[config.mk]
export PLATFORM = sky130hd
export DESIGN_NAME = instr_fetch_unit
export DESIGN_NICKNAME = d
export VERILOG_FILES = /design/src/rtl/ifu_pkg.sv /design/src/rtl/ifu_queue.sv /design/src/rtl/instr_fetch_unit.sv
export SDC_FILE = /design/constraint.sdc
export NUM_CORES = 1
export LEC_CHECK = 0
export ABC_AREA = 1
export BUFFER_PORTS_ARGS = -buffer_cell sky130_fd_sc_hd__buf_2
export CAP_MARGIN = 5
export CORE_ASPECT_RATIO = 1.1
export CORE_MARGIN = 3
export CORE_UTILIZATION = 29
export CTS_BUF_LIST = sky130_fd_sc_hd__clkbuf_8
export DETAILED_ROUTE_END_ITERATION = 8
export HOLD_SLACK_MARGIN = 0.15
export RECOVER_POWER = 100
export SYNTH_ARGS = -nofsm -noshare
export SYNTH_HDL_FRONTEND = slang
export SYNTH_SLANG_ARGS = --single-unit
export TNS_END_PERCENT = 20
[constraint.sdc]
create_clock -name clk -period 3.7 [get_ports clk]
set_input_delay 0.555 -clock clk [delete_from_list [all_inputs] [get_ports clk]]
set_output_delay 0.555 -clock clk [all_outputs]
set_load 0.005 [all_outputs]
[src/rtl/ifu_pkg.sv]
// Shared types and constants for the instruction fetch unit.
package ifu_pkg;

  localparam int XLEN = 32;
  localparam logic [XLEN-1:0] PC_STEP = 32'd4;
  localparam logic [XLEN-1:0] NOP_INSTR = 32'h0000_0013;

  // One prefetch queue slot; the PC is implicit (out_pc plus slot position).
  typedef struct packed {
    logic [XLEN-1:0] instr;
  } ifu_entry_t;

  // Ceiling log2, used to size pointers and counters.
  function automatic int clog2(input int value);
    int r;
    int v;
    r = 0;
    v = value - 1;
    while (v > 0) begin
      r = r + 1;
      v = v >> 1;
    end
    return r;
  endfunction

endpackage

[src/rtl/ifu_queue.sv]
// Prefetch queue: synchronous FIFO with flush. Flush wins over push/pop.
// Storage is not reset; only pointers and count are.
module ifu_queue
  import ifu_pkg::*;
#(
  parameter int DEPTH = 4,
  parameter int CNT_W = clog2(DEPTH) + 1
) (
  input  logic             clk,
  input  logic             rst_n,
  input  logic             flush_i,
  input  logic             push_i,
  input  ifu_entry_t       push_data_i,
  input  logic             pop_i,
  output ifu_entry_t       head_o,
  output logic             full_o,
  output logic             empty_o,
  output logic [CNT_W-1:0] count_o
);

  localparam int PTR_W = clog2(DEPTH);

  ifu_entry_t       mem_q [DEPTH];
  logic [PTR_W-1:0] wr_ptr_q, wr_ptr_d;
  logic [PTR_W-1:0] rd_ptr_q, rd_ptr_d;
  logic [CNT_W-1:0] count_q, count_d;
  logic             do_push, do_pop;

  assign empty_o = (count_q == '0);
  assign full_o  = (count_q == CNT_W'(DEPTH));
  assign count_o = count_q;
  // Empty queue presents zero so the head word is defined after reset.
  assign head_o  = empty_o ? '0 : mem_q[rd_ptr_q];

  // A push into a full queue is legal only alongside a pop.
  assign do_push = push_i && !flush_i && (!full_o || pop_i);
  assign do_pop  = pop_i && !flush_i && !empty_o;

  // Next pointer and occupancy.
  always_comb begin
    wr_ptr_d = wr_ptr_q;
    rd_ptr_d = rd_ptr_q;
    count_d  = count_q;
    if (flush_i) begin
      wr_ptr_d = '0;
      rd_ptr_d = '0;
      count_d  = '0;
    end else begin
      if (do_push) wr_ptr_d = wr_ptr_q + PTR_W'(1);
      if (do_pop)  rd_ptr_d = rd_ptr_q + PTR_W'(1);
      count_d = count_q + CNT_W'(do_push) - CNT_W'(do_pop);
    end
  end

  // Pointer and count registers.
  always_ff @(posedge clk) begin
    if (!rst_n) begin
      wr_ptr_q <= '0;
      rd_ptr_q <= '0;
      count_q  <= '0;
    end else begin
      wr_ptr_q <= wr_ptr_d;
      rd_ptr_q <= rd_ptr_d;
      count_q  <= count_d;
    end
  end

  // Word storage write.
  always_ff @(posedge clk) begin
    if (do_push) mem_q[wr_ptr_q] <= push_data_i;
  end

endmodule

[src/rtl/instr_fetch_unit.sv]
// Instruction fetch unit: credit-limited in-order fetch, prefetch queue,
// redirect flush with discard of stale responses.
// Optional build macro IFU_PERF_EN adds perf_stall_cnt / perf_flush_cnt.
module instr_fetch_unit
  import ifu_pkg::*;
#(
  parameter int              DEPTH        = 4,
  parameter logic [XLEN-1:0] RESET_VECTOR = 32'h0
) (
  input  logic            clk,
  input  logic            rst_n,
  output logic            mem_req_valid,
  input  logic            mem_req_ready,
  output logic [XLEN-1:0] mem_req_addr,
  input  logic            mem_rsp_valid,
  input  logic [XLEN-1:0] mem_rsp_data,
  input  logic            redirect_valid,
  input  logic [XLEN-1:0] redirect_addr,
  output logic            ins_valid,
  input  logic            ins_ready,
  output logic [XLEN-1:0] ins_out,
  output logic [XLEN-1:0] ins_addr
`ifdef IFU_PERF_EN
  ,
  output logic [31:0]     perf_stall_cnt,
  output logic [15:0]     perf_flush_cnt
`endif
);

  localparam int CNT_W = clog2(DEPTH) + 1;
  localparam int SUM_W = CNT_W + 1;

  logic [XLEN-1:0]  fetch_pc_q, fetch_pc_d;
  logic [XLEN-1:0]  out_pc_q, out_pc_d;
  logic [CNT_W-1:0] outstanding_q, outstanding_d;
  logic [CNT_W-1:0] discard_q, discard_d;

  logic [CNT_W-1:0] occupancy;
  logic [SUM_W-1:0] inflight;
  logic             credit_ok;
  logic             handshake;
  logic             rsp_drop;
  logic             q_push, q_pop, q_full, q_empty;
  ifu_entry_t       q_head, q_push_data;
  logic [XLEN-1:0]  redirect_pc;

  // Words already queued plus words still in flight must fit in the queue.
  assign inflight  = {1'b0, occupancy} + {1'b0, outstanding_q};
  assign credit_ok = (inflight < SUM_W'(DEPTH));

  // Held in reset and during a redirect cycle so no handshake can occur there.
  assign mem_req_valid = rst_n && credit_ok && !redirect_valid;
  assign mem_req_addr  = fetch_pc_q;
  assign handshake     = mem_req_valid && mem_req_ready;

  assign rsp_drop          = mem_rsp_valid && (discard_q != '0);
  assign q_push            = mem_rsp_valid && (discard_q == '0) && !redirect_valid;
  assign q_pop             = ins_valid && ins_ready && !redirect_valid;
  assign q_push_data.instr = mem_rsp_data;
  assign redirect_pc       = {redirect_addr[XLEN-1:2], 2'b00};

  assign ins_valid = !q_empty;
  assign ins_out   = q_head.instr;
  assign ins_addr  = out_pc_q;

  ifu_queue #(
    .DEPTH (DEPTH),
    .CNT_W (CNT_W)
  ) u_queue (
    .clk         (clk),
    .rst_n       (rst_n),
    .flush_i     (redirect_valid),
    .push_i      (q_push),
    .push_data_i (q_push_data),
    .pop_i       (q_pop),
    .head_o      (q_head),
    .full_o      (q_full),
    .empty_o     (q_empty),
    .count_o     (occupancy)
  );

  // PC and credit bookkeeping; redirect overrides everything else.
  always_comb begin
    fetch_pc_d    = fetch_pc_q;
    out_pc_d      = out_pc_q;
    discard_d     = discard_q;
    outstanding_d = outstanding_q + CNT_W'(handshake) - CNT_W'(mem_rsp_valid);
    if (redirect_valid) begin
      fetch_pc_d = redirect_pc;
      out_pc_d   = redirect_pc;
      // Everything still in flight is stale; a same-cycle response is dropped now.
      discard_d  = outstanding_q - CNT_W'(mem_rsp_valid);
    end else begin
      if (handshake) fetch_pc_d = fetch_pc_q + PC_STEP;
      if (rsp_drop)  discard_d  = discard_q - CNT_W'(1);
      if (q_pop)     out_pc_d   = out_pc_q + PC_STEP;
    end
  end

  // Control state registers.
  always_ff @(posedge clk) begin
    if (!rst_n) begin
      fetch_pc_q    <= RESET_VECTOR;
      out_pc_q      <= RESET_VECTOR;
      outstanding_q <= '0;
      discard_q     <= '0;
    end else begin
      fetch_pc_q    <= fetch_pc_d;
      out_pc_q      <= out_pc_d;
      outstanding_q <= outstanding_d;
      discard_q     <= discard_d;
    end
  end

`ifdef IFU_PERF_EN
  logic [31:0] stall_cnt_q, stall_cnt_d;
  logic [15:0] flush_cnt_q, flush_cnt_d;

  // Decode-starved cycles (saturating) and redirect count (wrapping).
  always_comb begin
    stall_cnt_d = stall_cnt_q;
    flush_cnt_d = flush_cnt_q;
    if (ins_ready && !ins_valid && !redirect_valid && (stall_cnt_q != 32'hFFFF_FFFF))
      stall_cnt_d = stall_cnt_q + 32'd1;
    if (redirect_valid)
      flush_cnt_d = flush_cnt_q + 16'd1;
  end

  // Performance counter registers.
  always_ff @(posedge clk) begin
    if (!rst_n) begin
      stall_cnt_q <= '0;
      flush_cnt_q <= '0;
    end else begin
      stall_cnt_q <= stall_cnt_d;
      flush_cnt_q <= flush_cnt_d;
    end
  end

  assign perf_stall_cnt = stall_cnt_q;
  assign perf_flush_cnt = flush_cnt_q;
`endif

  // A response with nothing in flight means the memory broke the protocol.
  a_no_outstanding_underflow : assert property (
    @(posedge clk) disable iff (!rst_n) mem_rsp_valid |-> (outstanding_q != '0));

  // Credit guarantees the queue never receives a push it cannot hold.
  a_no_queue_overflow : assert property (
    @(posedge clk) disable iff (!rst_n) q_push |-> (!q_full || q_pop));

  // In-flight count can never exceed the queue depth.
  a_outstanding_bound : assert property (
    @(posedge clk) disable iff (!rst_n) outstanding_q <= CNT_W'(DEPTH));

endmodule
==> results.sh <==
export IMPL_detail_route_iter0_violations=484
export IMPL_gr_total_overflow=0
export IMPL_synth_seq_area_share=0.5411
export IMPL_detailed_place_area_um2=11150
export IMPL_floorplan_rows=70
export IMPL_fp_coreArea_um2=33460
export IMPL_grt_pass1_vias=8689
export IMPL_worst_hold_path_endpoint="u_queue.mem_q[2][19]$_DFFE_PP_"
export IMPL_hold_depth=1
export IMPL_worst_path_most_repeated_cell="nand2_1"
export IMPL_ctsHoldBuffers=0
export IMPL_initial_utilization=0.2953
export IMPL_crit_path_start_kind="flip-flop"
export IMPL_postSynthRegisterBits=203
export IMPL_final_std_cell_area_no_fill_um2=11660
export IMPL_fin_skew_ns=0.02846
export IMPL_numCtsBuffers=37
export IMPL_crit_arrival_ns=3.64
export IMPL_drt_antenna_violating_nets=0
export IMPL_max_cap_viol_count=0
export IMPL_crit_path_buffers_inverters=3
export IMPL_worst_r2r_path_depth=12
export IMPL_routed_via_count=8655
export IMPL_avgViaCountPerCell=4.769
export IMPL_timing_fmax_ghz=0.3162
export IMPL_critPathMaxFanout=22
export IMPL_gp_congestion=0.9133
export IMPL_clock_sinks=203
export IMPL_hold_path_startpoint="mem_rsp_data[19]"
export IMPL_critical_path_top_delay_family="buffers and inverters"
export IMPL_drc=0
export IMPL_result_of_the_run="complete, no violations"
export IMPL_area_growth_synth_to_final_pct=18.04
export IMPL_hold_viol_final=0
export IMPL_power_ir_vdd_worst_v=0.0002214
export IMPL_crit_path_start="u_queue.count_o[1]$_SDFF_PP0_"
export IMPL_grt_start_max_net_pins=65
export IMPL_launch_instance_of_the_worst_register_to_register_path="u_queue.count_o[1]$_SDFF_PP0_"
export IMPL_htree_levels=2
export IMPL_insertedDiodeCount=0
export IMPL_final_period_utilization=0.8546
export IMPL_rsz_0062_raised_after_global_routing="no"
export IMPL_synth_async_reset_ratio=0
export IMPL_rrSetupSlack_ns=0.54
export IMPL_transition_time_of_the_tightest_slew_check_pin_ns=1.186
export IMPL_count_of_port_buffers_added_during_placement=161
export IMPL_postSynthCellCount=1192
export IMPL_grt_antenna_before_repair=0
export IMPL_ys_warnings_count=0
export IMPL_drt_wl_total_um=29060
export IMPL_synth_ff_type="edfxtp_1"
export IMPL_die_height_um=199.6
export IMPL_setup_violations_final=0
export IMPL_power_leakage_nw=4.460
export IMPL_grt_first_pass_wirelength_um=46030
export IMPL_r2r_end="mem_req_addr[10]$_SDFFE_PN0P_"
export IMPL_p_per_area_nw_per_um2=433.4
export IMPL_cp_data_required_time_ns=4.17
export IMPL_worst_hold_path_type="input port to flip-flop"
export IMPL_buffers_from_clock_root_to_sink_at_most=3
export IMPL_post_cts_resize_count=0
export IMPL_drv_slew=0
export IMPL_num_io_pins=168
export IMPL_finalCriticalPeriod_ns=3.162
export IMPL_cts_tree="built"
export IMPL_timing_critical_path_cells="ha_1 -> nand3_1 -> nand2_1 -> nor2_1 -> nand2_2 -> clkbuf_1 -> nand2_1 -> inv_1 -> nand2_1 -> o211ai_1 -> nand2_1 -> inv_1"
export IMPL_critical_path_class="flip-flop to flip-flop"
export IMPL_dpl_hpwl_um=19930
export IMPL_post_cts_setup_buffers=0
export IMPL_slew_headroom=0.2096
export IMPL_worstSetupEndpointType="flip-flop"
export IMPL_slowest_stage="clkbuf_1"
export IMPL_layout_cells_sized_above_1=0.09761
export IMPL_global_route_usage_total=0.1583
export IMPL_clock_latency_ns=0.53
export IMPL_synth_area_per_cell_um2=8.287
export IMPL_dieArea_um2=36320
export IMPL_post_synth_num_cell_types=38
export IMPL_crit_path_max_incr_delay_ns=0.86
export IMPL_syn_cell_area_um2=9878
export IMPL_dr_pass1_iters=5
export IMPL_synth_enable_flop_cells=128
export IMPL_root_buffer="clkbuf_8"
export IMPL_die_width_um=182.0
export IMPL_fin_setup_tns_ns=0
export IMPL_layout_nets=1446
export IMPL_clk_pin_slew_ns=0.06
export IMPL_wire_per_inst_um=16.01
-- power breakdown --
part	leakage, nW	switching, mW	internal [mW]
sequential	1.77	0.0821	2.50
combinational	2.29	0.323	0.175
clock	0.392	0.924	1.05
total	4.46	1.33	3.72
-- Yosys cell counts (2+ instances only) --
cell	count	share of area
o21ai_1	2	0.0010
nand3_1	77	0.039
buf_2	10	0.0051
nor3_1	5	0.0025
a21oi_1	83	0.042
buf_1	9	0.0034
ha_1	16	0.020
nor2_2	3	0.0019
inv_1	92	0.035
dfxtp_1	75	0.15
nand2_2	3	0.0019
nand2_1	234	0.089
inv_2	2	0.00076
buf_4	4	0.0030
fa_1	2	0.0041
o21bai_1	5	0.0038
edfxtp_1	128	0.39
or2_2	4	0.0025
nor2_1	241	0.092
o22ai_1	2	0.0013
o211ai_1	11	0.0084
nand4_1	7	0.0044
nand3b_1	10	0.0076
nor2_4	2	0.0023
o21ai_0	103	0.052
a31oi_1	7	0.0044
xor2_1	11	0.0098
xnor2_1	4	0.0035
clkbuf_1	30	0.011
or2_0	2	0.0013
-- final cells by class --
type / instances / area [um^2]
Tap cell: 432 / 540.5
Clock inverter: 25 / 136.4
Sequential cell: 203 / 5345
Fill cell: 3577 / 21800
Clock buffer: 39 / 536.8
Multi-Input combinational cell: 844 / 3960
Timing Repair Buffer: 177 / 784.5
Inverter: 95 / 356.6
-- per-stage QoR --
step	hold WS [ns]	worst slack (ns)	power, mW	cells	utilization
after floorplan	0.4367	0.5476	2.913	1195	-
after global placement	0.4559	0.9645	3.135	1751	0.3333
after detailed placement	0.4617	0.9333	3.149	1751	0.3333
after CTS	0.2043	0.5130	5.145	1815	0.3534
after global routing	0.2711	0.2457	5.328	1815	0.3485
final	0.2898	0.5378	5.053	1815	0.3485
-- state kept, by name, indices dropped and copies added, names as in the netlist, named ones only --
register,cells
u_queue.mem_q,128
ins_addr,30
mem_req_addr,30
discard_q,3
outstanding_q,3
u_queue.count_o,3
u_queue.rd_ptr_q,2
u_queue.wr_ptr_q,2
-- worst register-to-register path, delay by kind of cell (launching register included) --
family	cells	cell delay [ns]
adder cells (fa/ha/maj)	1	0.29
AO/OA/AOI/OAI	1	0.09
flip-flops	1	0.35
AND/OR/NAND/NOR	7	1.04
buffers and inverters	3	1.35
-- layer usage --
metal	track usage	wire (um)	share of wire
met1	0.1987	12200	0.42
met2	0.2653	13680	0.47
met3	0.04406	2491	0.086
met4	0.05051	686	0.024
met5	0	0	0
-- cells in the final DEF (no fill, tap or decap), types with 10 or more instances in the layout --
cell type	instances
a21oi_1	83
xor2_1	11
o21ai_0	105
dfxtp_1	75
clkbuf_8	39
edfxtp_1	128
nor2_1	240
ha_1	16
buf_2	53
nand3_1	77
buf_4	10
clkbuf_2	13
o211ai_1	11
nand3b_1	10
inv_1	104
nand2_1	235
clkbuf_1	101
-- cells by family after synthesis --
| family | Yosys count | share of synthesized area |
|---|---|---|
| compound gates | 217 | 0.1167 |
| simple gates | 590 | 0.2452 |
| flops | 203 | 0.5411 |
| other cells | 1 | 0.0003796 |
| fa+ha+maj | 18 | 0.02432 |
| buf+inv | 148 | 0.05902 |
| xor+xnor | 15 | 0.01330 |
-- how the worst max path moves through the flow --
stage                                         end  depth (start not counted)
finish              mem_req_addr[10]$_SDFFE_PN0P_                         12
global route        mem_req_addr[10]$_SDFFE_PN0P_                         12
CTS                                   ins_out[16]                          5
detailed placement    outstanding_q[2]$_SDFF_PN0_                         12
global placement      outstanding_q[2]$_SDFF_PN0_                         12
floorplan           u_queue.mem_q[0][0]$_DFFE_PP_                          7
Note: power is estimated with default switching activity, not from simulation.
